**src/rtl/pipe_ctrl_pkg.sv**
```systemverilog
// pipe_ctrl_pkg: shared state encoding and sizing for the pipeline controller
package pipe_ctrl_pkg;
    typedef enum logic {RUN, MEM_WAIT} state_e;
    localparam int TIMEOUT_DEF = 255;
    localparam int REG_W = 5;
endpackage

```
**src/rtl/pipe_ctrl_if.sv**
```systemverilog
// pipe_ctrl_if: hazard/status inputs and pipeline control outputs of pipe_ctrl
interface pipe_ctrl_if;
    import pipe_ctrl_pkg::*;
    logic [REG_W-1:0] id_rs1, id_rs2, ex_rd;
    logic id_rs1_used, id_rs2_used, ex_mem_read;
    logic m_mem_op, m_branch_taken, mem_ready, mem_req;
    logic pc_write, ifid_write, idex_write, exm_write, mwb_write;
    logic ifid_flush, idex_flush, exm_flush, mwb_flush;
    logic [31:0] stall_cycles;
    logic mem_err;
    modport master (
        input  id_rs1, id_rs2, ex_rd, id_rs1_used, id_rs2_used, ex_mem_read,
        input  m_mem_op, m_branch_taken, mem_ready,
        output mem_req, pc_write, ifid_write, idex_write, exm_write, mwb_write,
        output ifid_flush, idex_flush, exm_flush, mwb_flush, stall_cycles, mem_err
    );
    modport slave (
        output id_rs1, id_rs2, ex_rd, id_rs1_used, id_rs2_used, ex_mem_read,
        output m_mem_op, m_branch_taken, mem_ready,
        input  mem_req, pc_write, ifid_write, idex_write, exm_write, mwb_write,
        input  ifid_flush, idex_flush, exm_flush, mwb_flush, stall_cycles, mem_err
    );
endinterface

```
**src/rtl/pipe_ctrl_hazard_unit.sv**
```systemverilog
// hazard_unit: flags a load in EX whose destination feeds a source read in ID
module hazard_unit
    import pipe_ctrl_pkg::*;
(
    input  logic [REG_W-1:0] id_rs1,
    input  logic [REG_W-1:0] id_rs2,
    input  logic             id_rs1_used,
    input  logic             id_rs2_used,
    input  logic             ex_mem_read,
    input  logic [REG_W-1:0] ex_rd,
    output logic             load_use
);
    assign load_use = ex_mem_read && ex_rd != '0 &&
                      ((id_rs1_used && ex_rd == id_rs1) || (id_rs2_used && ex_rd == id_rs2));
endmodule

```
**src/rtl/pipe_ctrl.sv**
```systemverilog
// pipe_ctrl: pipeline stall/flush controller with memory-wait timeout
module pipe_ctrl
    import pipe_ctrl_pkg::*;
#(
    parameter int TIMEOUT = TIMEOUT_DEF
) (
    input logic        clk,
    input logic        reset,
    pipe_ctrl_if.master bus
);
    localparam int WW = $clog2(TIMEOUT + 1);
    state_e state_q, state_d;
    logic [WW-1:0] wait_q, wait_d;
    logic [31:0] stall_q, stall_d;
    logic err_q, err_d;
    logic load_use, wait_st, to, hold, br, lu;
    hazard_unit u_hazard (
        .id_rs1     (bus.id_rs1),
        .id_rs2     (bus.id_rs2),
        .id_rs1_used(bus.id_rs1_used),
        .id_rs2_used(bus.id_rs2_used),
        .ex_mem_read(bus.ex_mem_read),
        .ex_rd      (bus.ex_rd),
        .load_use   (load_use)
    );
    // hold = memory stall; a timeout releases the wait exactly like mem_ready
    always_comb begin
        wait_st = state_q == MEM_WAIT;
        to      = wait_st && !bus.mem_ready && wait_q == WW'(TIMEOUT);
        hold    = !reset && !bus.mem_ready && (wait_st ? !to : bus.m_mem_op);
        br      = !reset && !wait_st && !hold && bus.m_branch_taken;
        lu      = !reset && !wait_st && !hold && !bus.m_branch_taken && load_use;
        state_d = hold ? MEM_WAIT : RUN;
        wait_d  = (wait_st && hold) ? wait_q + 1'b1 : '0;
        err_d   = err_q | to;
        stall_d = stall_q + 32'(hold || lu);
    end
    assign bus.pc_write     = !reset && !hold && !lu;
    assign bus.ifid_write   = !reset && !hold && !lu;
    assign bus.idex_write   = !reset && !hold;
    assign bus.exm_write    = !reset && !hold;
    assign bus.mwb_write    = !reset;
    assign bus.ifid_flush   = br;
    assign bus.idex_flush   = br || lu;
    assign bus.exm_flush    = br;
    assign bus.mwb_flush    = hold;
    assign bus.mem_req      = !reset && (wait_st || bus.m_mem_op);
    assign bus.stall_cycles = stall_q;
    assign bus.mem_err      = err_q;
    always_ff @(posedge clk) begin
        if (reset) begin
            state_q <= RUN;
            wait_q  <= '0;
            stall_q <= '0;
            err_q   <= 1'b0;
        end else begin
            state_q <= state_d;
            wait_q  <= wait_d;
            stall_q <= stall_d;
            err_q   <= err_d;
        end
    end
endmodule

```
**src/flat_wrapper.sv**
```systemverilog
// flat-port wrapper written by rule: the top's interface ports become plain ports
module pipe_ctrl_flat import pipe_ctrl_pkg::*;
#(
    parameter int TIMEOUT = TIMEOUT_DEF
)
  (clk, reset, bus_id_rs1, bus_id_rs2, bus_ex_rd, bus_id_rs1_used, bus_id_rs2_used, bus_ex_mem_read, bus_m_mem_op, bus_m_branch_taken, bus_mem_ready, bus_mem_req, bus_pc_write, bus_ifid_write, bus_idex_write, bus_exm_write, bus_mwb_write, bus_ifid_flush, bus_idex_flush, bus_exm_flush, bus_mwb_flush, bus_stall_cycles, bus_mem_err);
  pipe_ctrl_if bus_i ();
  input logic clk;
  input logic reset;
  input wire logic [$bits(bus_i.id_rs1)-1:0] bus_id_rs1;
  input wire logic [$bits(bus_i.id_rs2)-1:0] bus_id_rs2;
  input wire logic [$bits(bus_i.ex_rd)-1:0] bus_ex_rd;
  input wire logic [$bits(bus_i.id_rs1_used)-1:0] bus_id_rs1_used;
  input wire logic [$bits(bus_i.id_rs2_used)-1:0] bus_id_rs2_used;
  input wire logic [$bits(bus_i.ex_mem_read)-1:0] bus_ex_mem_read;
  input wire logic [$bits(bus_i.m_mem_op)-1:0] bus_m_mem_op;
  input wire logic [$bits(bus_i.m_branch_taken)-1:0] bus_m_branch_taken;
  input wire logic [$bits(bus_i.mem_ready)-1:0] bus_mem_ready;
  output wire logic [$bits(bus_i.mem_req)-1:0] bus_mem_req;
  output wire logic [$bits(bus_i.pc_write)-1:0] bus_pc_write;
  output wire logic [$bits(bus_i.ifid_write)-1:0] bus_ifid_write;
  output wire logic [$bits(bus_i.idex_write)-1:0] bus_idex_write;
  output wire logic [$bits(bus_i.exm_write)-1:0] bus_exm_write;
  output wire logic [$bits(bus_i.mwb_write)-1:0] bus_mwb_write;
  output wire logic [$bits(bus_i.ifid_flush)-1:0] bus_ifid_flush;
  output wire logic [$bits(bus_i.idex_flush)-1:0] bus_idex_flush;
  output wire logic [$bits(bus_i.exm_flush)-1:0] bus_exm_flush;
  output wire logic [$bits(bus_i.mwb_flush)-1:0] bus_mwb_flush;
  output wire logic [$bits(bus_i.stall_cycles)-1:0] bus_stall_cycles;
  output wire logic [$bits(bus_i.mem_err)-1:0] bus_mem_err;
  assign bus_i.id_rs1 = bus_id_rs1;
  assign bus_i.id_rs2 = bus_id_rs2;
  assign bus_i.ex_rd = bus_ex_rd;
  assign bus_i.id_rs1_used = bus_id_rs1_used;
  assign bus_i.id_rs2_used = bus_id_rs2_used;
  assign bus_i.ex_mem_read = bus_ex_mem_read;
  assign bus_i.m_mem_op = bus_m_mem_op;
  assign bus_i.m_branch_taken = bus_m_branch_taken;
  assign bus_i.mem_ready = bus_mem_ready;
  assign bus_mem_req = bus_i.mem_req;
  assign bus_pc_write = bus_i.pc_write;
  assign bus_ifid_write = bus_i.ifid_write;
  assign bus_idex_write = bus_i.idex_write;
  assign bus_exm_write = bus_i.exm_write;
  assign bus_mwb_write = bus_i.mwb_write;
  assign bus_ifid_flush = bus_i.ifid_flush;
  assign bus_idex_flush = bus_i.idex_flush;
  assign bus_exm_flush = bus_i.exm_flush;
  assign bus_mwb_flush = bus_i.mwb_flush;
  assign bus_stall_cycles = bus_i.stall_cycles;
  assign bus_mem_err = bus_i.mem_err;
  pipe_ctrl #(.TIMEOUT(TIMEOUT)) u_core (.clk(clk), .reset(reset), .bus(bus_i));
endmodule
```
**config.mk**
```make
export PLATFORM = sky130hd
export DESIGN_NAME = pipe_ctrl_flat
export DESIGN_NICKNAME = d
export VERILOG_FILES = /design/src/rtl/pipe_ctrl_pkg.sv /design/src/rtl/pipe_ctrl_if.sv /design/src/rtl/pipe_ctrl_hazard_unit.sv /design/src/rtl/pipe_ctrl.sv /design/src/flat_wrapper.sv
export SDC_FILE = /design/constraint.sdc
export NUM_CORES = 1
export LEC_CHECK = 0
export ABC_AREA = 1
export CORE_UTILIZATION = 51
export CTS_BUF_LIST = sky130_fd_sc_hd__clkbuf_4 sky130_fd_sc_hd__clkbuf_8 sky130_fd_sc_hd__clkbuf_16
export DETAILED_ROUTE_END_ITERATION = 10
export HOLD_SLACK_MARGIN = 0.08
export PLACE_DENSITY = 0.95
export SLEW_MARGIN = 20
export SYNTH_ARGS = -nofsm -noshare
export SYNTH_HDL_FRONTEND = slang
export SYNTH_SLANG_ARGS = --single-unit
```
**constraint.sdc**
```tcl
create_clock -name clk -period 3.8 [get_ports clk]
set_clock_uncertainty 0.05 [all_clocks]
set_input_delay 0.76 -clock clk [delete_from_list [all_inputs] [get_ports clk]]
set_output_delay 0.76 -clock clk [all_outputs]
set_load 0.005 [all_outputs]
```
**Yosys cells after proc, flatten, opt, wreduce, memory -nomap -nowiden**

Cells that the tools add are included.

- Register bits: 42
- Logic and storage cells: 43

- $add $sub $neg: 2
- Equality and inequality tests: 3
- Mux-type cells: 2
- Bitwise logic cells: 2
- Reductions and logical operators: 30

Operators with widths:

| operator | number |
|---|---|
| adder 32 x 1 -> 32 bit | 1 |
| logical AND 1 bit | 17 |
| == test 5 bit | 2 |
| adder 8 x 1 -> 8 bit, second input constant | 1 |
| == test 8 bit, second input constant | 1 |
| zero test 1 bit | 7 |
| nonzero test 5 bit | 1 |
| logical OR 1 bit | 4 |
| 2-to-1 mux 1 bit | 2 |
| OR reduction 2 bit | 1 |
| NOT 1 bit | 1 |
| OR 1 bit | 1 |

**Depth between registers and ports, before layout**

Gate-level depths: netlist (run 1).

- Word-level depth: 12
- Depth in mapped cells: 17

**By module**

A second synthesis (run 1) with hierarchy kept.

- Cell total of the unflattened synthesis: 402
- Area total of the unflattened synthesis: 2527.4 sq um

By module, submodules not included:

| module | times used | cells an instance | area each (sq um) | sequential area each (sq um) |
|---|---|---|---|---|
| pipe_ctrl | 1 | 347 | 2311.0 | 840.8 |
| hazard_unit | 1 | 55 | 216.5 | 0.0 |

**Least setup slack after synthesis (run 1)**

No wires, ideal clock.

- Kind: input to register
- Start: input port reset
- End: register u_core.stall_q[26] (netlist: u_core.bus.stall_cycles[26])
- Setup time: 115 ps
- Arrival: 2361 ps
- Data required time: 3635 ps
- Path slack: 1274 ps
- Cell stages on the path: 15
- Buffers on the path: 1
- Cells stage by stage: buf_2 inv_1 o211ai_1 nor2_1 nand3_1 nand2_1 ha_1 ha_1 nand2_1 nor2_4 nand3_1 nor2_1 nand3_1 nand2_1 nor2_1

- Cells in the longest elaborated chain, start to end: 9
- Elaborated cells on any way between the ends: 10
- Those cells by class: 1 x add/sub; 9 x reduce/logical

RTL lines:

| what | line | source |
|---|---|---|
| start: declaration | flat_wrapper.sv:9 | `input logic reset;` |
| zero test 1 bit | pipe_ctrl.sv:30, pipe_ctrl.sv:32 |  |
| logical AND 1 bit (2 in a row) | pipe_ctrl.sv:30 | `hold = !reset && !bus.mem_ready && (wait_st ? !to : bus.m_mem_op);` |
| zero test 1 bit | pipe_ctrl.sv:32 | `lu = !reset && !wait_st && !hold && !bus.m_branch_taken && load_use;` |
| logical AND 1 bit (3 in a row) | pipe_ctrl.sv:32 |  |
| logical OR 1 bit | pipe_ctrl.sv:36 | `stall_d = stall_q + 32'(hold \|\| lu);` |
| adder 32 x 1 -> 32 bit | pipe_ctrl.sv:36 |  |
| end signal: assignment | pipe_ctrl.sv:59 | `stall_q <= stall_d;` |
| end: declaration | pipe_ctrl.sv:14 | `logic [31:0] stall_q, stall_d;` |

Parallel ways exist; a longest one is shown, timed or not.
A chain may end at the register's enable or synchronous reset.

**Worst setup path after layout (run 1)**

- Start: input port bus_mem_ready
- End: output port bus_pc_write

- Cells in the longest elaborated chain, start to end: 12
- Elaborated cells on any way between the ends: 14
- Those cells by class: 1 x mux; 13 x reduce/logical

RTL lines:

| what | line | source |
|---|---|---|
| start: declaration | flat_wrapper.sv:18 | `input wire logic [$bits(bus_i.mem_ready)-1:0] bus_mem_ready;` |
| zero test 1 bit * | pipe_ctrl.sv:29, pipe_ctrl.sv:30 |  |
| logical AND 1 bit (2 in a row) | pipe_ctrl.sv:29 | `to = wait_st && !bus.mem_ready && wait_q == WW'(TIMEOUT);` |
| zero test 1 bit | pipe_ctrl.sv:30 |  |
| 2-to-1 mux 1 bit | pipe_ctrl.sv:30 |  |
| logical AND 1 bit * | pipe_ctrl.sv:30 |  |
| zero test 1 bit * | pipe_ctrl.sv:32, pipe_ctrl.sv:38 |  |
| logical AND 1 bit (3 in a row) | pipe_ctrl.sv:32 |  |
| zero test 1 bit | pipe_ctrl.sv:38 | `assign bus.pc_write = !reset && !hold && !lu;` |
| logical AND 1 bit * | pipe_ctrl.sv:38 |  |
| end: declaration | flat_wrapper.sv:20 | `output wire logic [$bits(bus_i.pc_write)-1:0] bus_pc_write;` |

Mark *: on every way between the ends. The rest lies on a longest branch, timed or not.

==> results of run 1 <==
-- worst max-delay path, stage by stage --
cell	delay, ns
clkdlybuf4s50_1	0.45
nor2_1	0.11
nand4_1	0.15
nand2_1	0.16
inv_1	0.08
nor2_2	0.14
nand2_1	0.07
inv_1	0.06
clkdlybuf4s50_1	0.49
-- worst max path at each step --
stage,startpoint,to,cells past startpoint,slack [ns]
final,bus_mem_ready,bus_pc_write,9,0.50
after global routing,bus_ex_rd[1],bus_idex_flush,10,0.35
after CTS,bus_mem_ready,bus_ifid_write,9,0.50
after detailed placement,bus_mem_ready,bus_ifid_write,9,0.50
after global placement,bus_ex_rd[1],bus_idex_flush,10,0.54
after floorplan,reset,u_core.bus.stall_cycles[26],15,1.27
-- flip-flops by register name (all words and copies together), names as in the netlist --
name / count
u_core.state_q: 1
u_core.bus.mem_err: 1
u_core.wait_q: 8
u_core.bus.stall_cycles: 32
-- report_power, final --
part	switching, mW	internal (mW)
logic	0.0377	0.0450
registers	0.00124	0.441
clock network	0.159	0.193
-- cell type report --
| class | count | share of cell area |
|---|---|---|
| clock buffer | 5 | 0.0222 |
| clock inverter | 3 | 0.0129 |
| inverter | 47 | 0.0570 |
| multi-input combinational | 269 | 0.400 |
| sequential | 42 | 0.272 |
| tap | 52 | 0.0210 |
| timing repair buffer | 67 | 0.215 |
-- layer usage --
metal  track usage  up-vias  wire length, µm
li1              -     1268                -
met1         0.318     1121             2560
met2         0.454       90             3040
met3        0.0526       11              406
met4        0.0952        0               85
met5             0        -                0
-- layout by cell type (no fill, tap or decap), types with 2 or more instances in the layout --
cell type        instances
nor2_2                   7
clkbuf_8                 5
clkdlybuf4s50_1         65
dfxtp_1                 42
clkinv_2                 2
nor2_1                  68
nand3b_1                 4
buf_4                    2
inv_1                   47
ha_1                     3
nor2_4                   4
nand2_1                107
a21oi_1                 24
nor3_1                   6
o21ai_0                 11
xor2_1                   4
nand4_1                  2
nand3_1                 19
xnor2_1                  2
-- logic make-up after synthesis --
family	after synthesis	share of synthesized area
AND/OR/NAND/NOR	223	0.417
AO/OA/AOI/OAI	37	0.0829
adder cells (fa/ha/maj)	3	0.0164
buffers and inverters	54	0.0949
flip-flops	42	0.366
XOR/XNOR	6	0.0229
-- metrics by stage --
step,setup WS [ns],utilization,power [mW]
3_5_place_dp,0.505,0.690,0.534
6_report,0.503,0.715,0.878
4_1_cts,0.504,0.715,0.879
3_3_place_gp,0.537,0.690,0.531
5_1_grt,0.353,0.715,0.904
2_1_floorplan,1.27,-,0.488
==> flow_summary.toml, run 1 <==
[timing]
tightestPinTransition_ns = 0.361
max_slew_margin = 0.757
min_period_ns = 3.30
hold_viol = 0
hold_slack_ns = 0.405
finalMaxSlewViolations = 0
tns_ns = 0
min_period_over_period = 0.868
grt_setup_unrepaired = "no"
setup_viol = 0
fmax_mhz = 303

[clocking]
clkTransAtPathRegs_ns = 0.08
cts_resized = 0
htreeDepth = 2
clk_latency_ns = 0.30
hold_buffers = 0
clockBufferDepth = 2
clock-sinks = 42
cts_tree = "done"
cts_setup_buffers = 0
cts_buffers = 5
cts.root.buffer_cell = "clkbuf_8"

[min_path]
hold_path.startpoint = "u_core.wait_q[0]"
hold_path_end = "u_core.wait_q[0]"
worstHoldPathType = "reg2reg"
hold_depth = 1

[synth]
synth_top_area_share = 0.366
yosysUniqueCellTypes = 26
synth_commonest_cells = "nand2_1, nor2_1, inv_1, dfxtp_1, a21oi_1"
synthArstFlopShare = 0
syn_nets = 391
netlist_top_cells_area = "dfxtp_1, nand2_1, nor2_1"
ys_seq_elements = 42
yosys_warnings = 0
postSynthCellCount = 365
synth_area_per_cell_um2 = 6.29
synth-seq-area-share = 0.366
synth-edff-count = 0
synth.most_common_cell = "nand2_1"
syn_area_um2 = 2290
synth_ff_type = "dfxtp_1"
synth_top_cell_by_area = "dfxtp_1"

[cells_and_area]
regArea_um2 = 841
diodes = 0
drive_gt1_frac = 0.0554
finalNetCount = 458
syn2layout_area_growth_pct = 34.8
final_area_um2 = 3090
layout.cells.non_filler = 485
multi_input_area_um2 = 1240
nFillCells = 362

[routing]
vias_per_cell = 5.13
drt_pass1_iterations = 4
drtAntennaViolNets = 0
vias = 2490
wire_per_inst_um = 12.6
totalWireLength_um = 6090
dr.first_iter.drc_count = 167
drc = 0

[floorplanning]
die_w_um = 69.1
rows = 24
fp.dieH_um = 69.1
core_um2 = 4320
ios = 66
start_util = 0.531
die_area_um2 = 4770

[grt]
grt_max_degree = 20
antenna_found_initial = 0
overflow = 0
grt_pass1_vias = 2434
grt_pass1_wl_um = 10300
grt.total_usage = 0.262

[worst_setup_path]
arrival_ns = 2.49
cp_max_fo = 3
end_kind = "output pin"
cp-start-kind = "input pin"
r2r-end = "u_core.bus.stall_cycles[26]"
cp.required_ns = 2.99
criticalPathCategory = "in2out"
ff2ff_path_depth = 15
worstReg2RegStart = "u_core.wait_q[0]"
r2r_setup_slack_ns = 1.32

[placed_design]
finalWeightedCongestion = 0.942
hpwl_um = 4690
placed_cell_area_um2 = 2980
placed_cells = 477
port_buffers = 65

[power]
p_per_area_nw_per_um2 = 284
ir_drop_mv = 0.221
power.leakage_nw = 1.19

[flow_run]
drv_cap = 0

[outcome]
status = "finished, final reports clean"
No activity file was read; power rests on OpenSTA's default activity.
==> inputs of run 2 (changes only) <==
--- a/config.mk
+++ b/config.mk
@@ -6,11 +6,11 @@
 export NUM_CORES = 1
 export LEC_CHECK = 0
 export ABC_AREA = 1
-export CORE_UTILIZATION = 51
+export CORE_UTILIZATION = 43
 export CTS_BUF_LIST = sky130_fd_sc_hd__clkbuf_4 sky130_fd_sc_hd__clkbuf_8 sky130_fd_sc_hd__clkbuf_16
 export DETAILED_ROUTE_END_ITERATION = 10
 export HOLD_SLACK_MARGIN = 0.08
-export PLACE_DENSITY = 0.95
+export PLACE_DENSITY = 0.86
 export SLEW_MARGIN = 20
 export SYNTH_ARGS = -nofsm -noshare
 export SYNTH_HDL_FRONTEND = slang
==> constraint.sdc (replaced) <==
create_clock -name clk -period 2.9 [get_ports clk]
set_clock_uncertainty 0.05 [all_clocks]
set_input_delay 0.58 -clock clk [delete_from_list [all_inputs] [get_ports clk]]
set_output_delay 0.58 -clock clk [all_outputs]
set_load 0.005 [all_outputs]
==> flow_summary.toml, run 2 (same netlist as run 1, synthesis figures left out) <==
[timing]
grt_setup_unrepaired = "yes"
min_period_ns = 2.88
min_period_over_period = 0.993
setup_ws_ns = 0.0200
setup_viol = 0
finalMaxSlewViolations = 0
fmax_mhz = 347
tns_ns = 0
tightestPinTransition_ns = 0.317
hold_viol = 0
max_slew_margin = 0.788
hold_slack_ns = 0.399

[worst_setup_path]
worstReg2RegStart = "u_core.wait_q[0]"
cpMaxStageDelayCell = "clkdlybuf4s50_1"
max_stage_delay_ns = 0.50
cp-start-kind = "input pin"
crit_buf_inv = 4
critical_path.startpoint = "bus_mem_ready"
criticalPathCategory = "in2out"
cp_max_fo = 3
cp.required_ns = 2.27
crit_chain = "clkdlybuf4s50_1, nor2_1, nand4_1, nand2_2, inv_1, nor2_2, nand2_1, inv_1, clkdlybuf4s50_1"
end_kind = "output pin"
arrival_ns = 2.25
cp_top_family = "buffers and inverters"
r2r_setup_slack_ns = 0.46

[floorplanning]
rows = 26
die_w_um = 75.1
ios = 66
start_util = 0.449
core_um2 = 5110
die_area_um2 = 5630
fp.dieH_um = 75.1

[placed_design]
port_buffers = 65
finalWeightedCongestion = 0.930
dp_slack_ns = -0.226
placed_cell_area_um2 = 3070
hpwl_um = 4790

[grt]
grt_pass1_vias = 2285
grt_max_degree = 20
overflow = 0
grt_pass1_wl_um = 9760
antenna_found_initial = 0
grt.total_usage = 0.230

[min_path]
hold_path.startpoint = "u_core.wait_q[0]"
worstHoldPathType = "reg2reg"

[routing]
vias_per_cell = 4.88
drt_pass1_iterations = 4
drc = 0
dr.first_iter.drc_count = 136
wire_per_inst_um = 11.9
vias = 2510
drtAntennaViolNets = 0
totalWireLength_um = 6140

[power]
ir_drop_mv = 0.241
power_mw = 1.17
power.leakage_nw = 1.27
p_per_area_nw_per_um2 = 363

[cells_and_area]
layout_common_cells = "nand2_1, nor2_1, clkdlybuf4s50_1, inv_1, dfxtp_1"
drive_gt1_frac = 0.0878
final_area_um2 = 3210
final_common_cell = "nand2_1"
diodes = 0
finalNetCount = 469
syn2layout_area_growth_pct = 40.1
largest_reg_flops = 32

[clocking]
clkTransAtPathRegs_ns = 0.08
cts.root.buffer_cell = "clkbuf_8"
clockBufferDepth = 2
cts_buffers = 5
clock-sinks = 42
htreeDepth = 2
clk_latency_ns = 0.31
hold_buffers = 0
cts_tree = "done"

[outcome]
status = "finished, final reports clean"

[flow_run]
drv_cap = 0
==> run 2: changes by cell type in the layout (fill, tap and decap cells not counted), moves of 2 or more <==
cell / previous run / this run
clkinv_2: 2 / 0
buf_4: 2 / 13
clkdlybuf4s50_1: 65 / 57
dlygate4sd2_1: 0 / 5
dlymetal6s2s_1: 0 / 3
==> run 2: power breakdown <==
part / switching [mW] / leakage [nW] / internal, mW / total [mW]
Clock: 0.211 / 0.0548 / 0.266 / 0.477
Combinational: 0.0492 / 0.878 / 0.0587 / 0.108
Sequential: 0.00192 / 0.338 / 0.578 / 0.580
Total: 0.262 / 1.27 / 0.903 / 1.17
==> run 2: final cells by class <==
class | instances | area [µm²]
Sequential cell | 42 | 841
Tap cell | 70 | 87.6
Multi-Input combinational cell | 269 | 1250
Clock inverter | 2 | 37.5
Fill cell | 459 | 1890
Clock buffer | 6 | 76.3
Inverter | 47 | 176
Timing Repair Buffer | 78 | 749
==> run 2: path summary, 6_finish.rpt <==
check | endpoint | cells after the start
max | bus_pc_write | 9
min | u_core.wait_q[0] | 1
max reg2reg | u_core.bus.stall_cycles[14] | 15
min reg2reg | u_core.wait_q[0] | 1
==> run 2: worst register-to-register path, cell delays in order, from the launching register on <==
cell and delay (ns):
dfxtp_1 0.35, ha_2 0.21, nand3_2 0.10, nor2_2 0.12, nand4_1 0.15, nand2_2 0.11, buf_4 0.12, nand2_1 0.06
ha_1 0.20, ha_1 0.19, nand2_1 0.13, nor2_4 0.07, nand3_1 0.16, nor2_4 0.07, o21ai_0 0.17, a21oi_1 0.07
==> run 2: what timing repair did <==
item	4_1_cts	5_1_grt
endpoints found under the setup margin	3	7
pin swaps	1	1
resized for setup	8	4
setup buffers	1	1
==> run 2: stage by stage <==
stage / instances / util
detailed placement: 504 / 0.602
CTS: 513 / 0.626
global placement: 504 / 0.602
global route: 514 / 0.629
finish: 514 / 0.629
floorplan: 365 / -
==> run 2: per-layer routing <==
| metal | global-route usage | wire, µm | vias to the layer above |
|---|---|---|---|
| li1 | - | - | 1288 |
| met1 | 0.270 | 2600 | 1141 |
| met2 | 0.402 | 3000 | 68 |
| met3 | 0.0576 | 394 | 13 |
| met4 | 0.0881 | 136 | 0 |
| met5 | 0 | 0 | - |
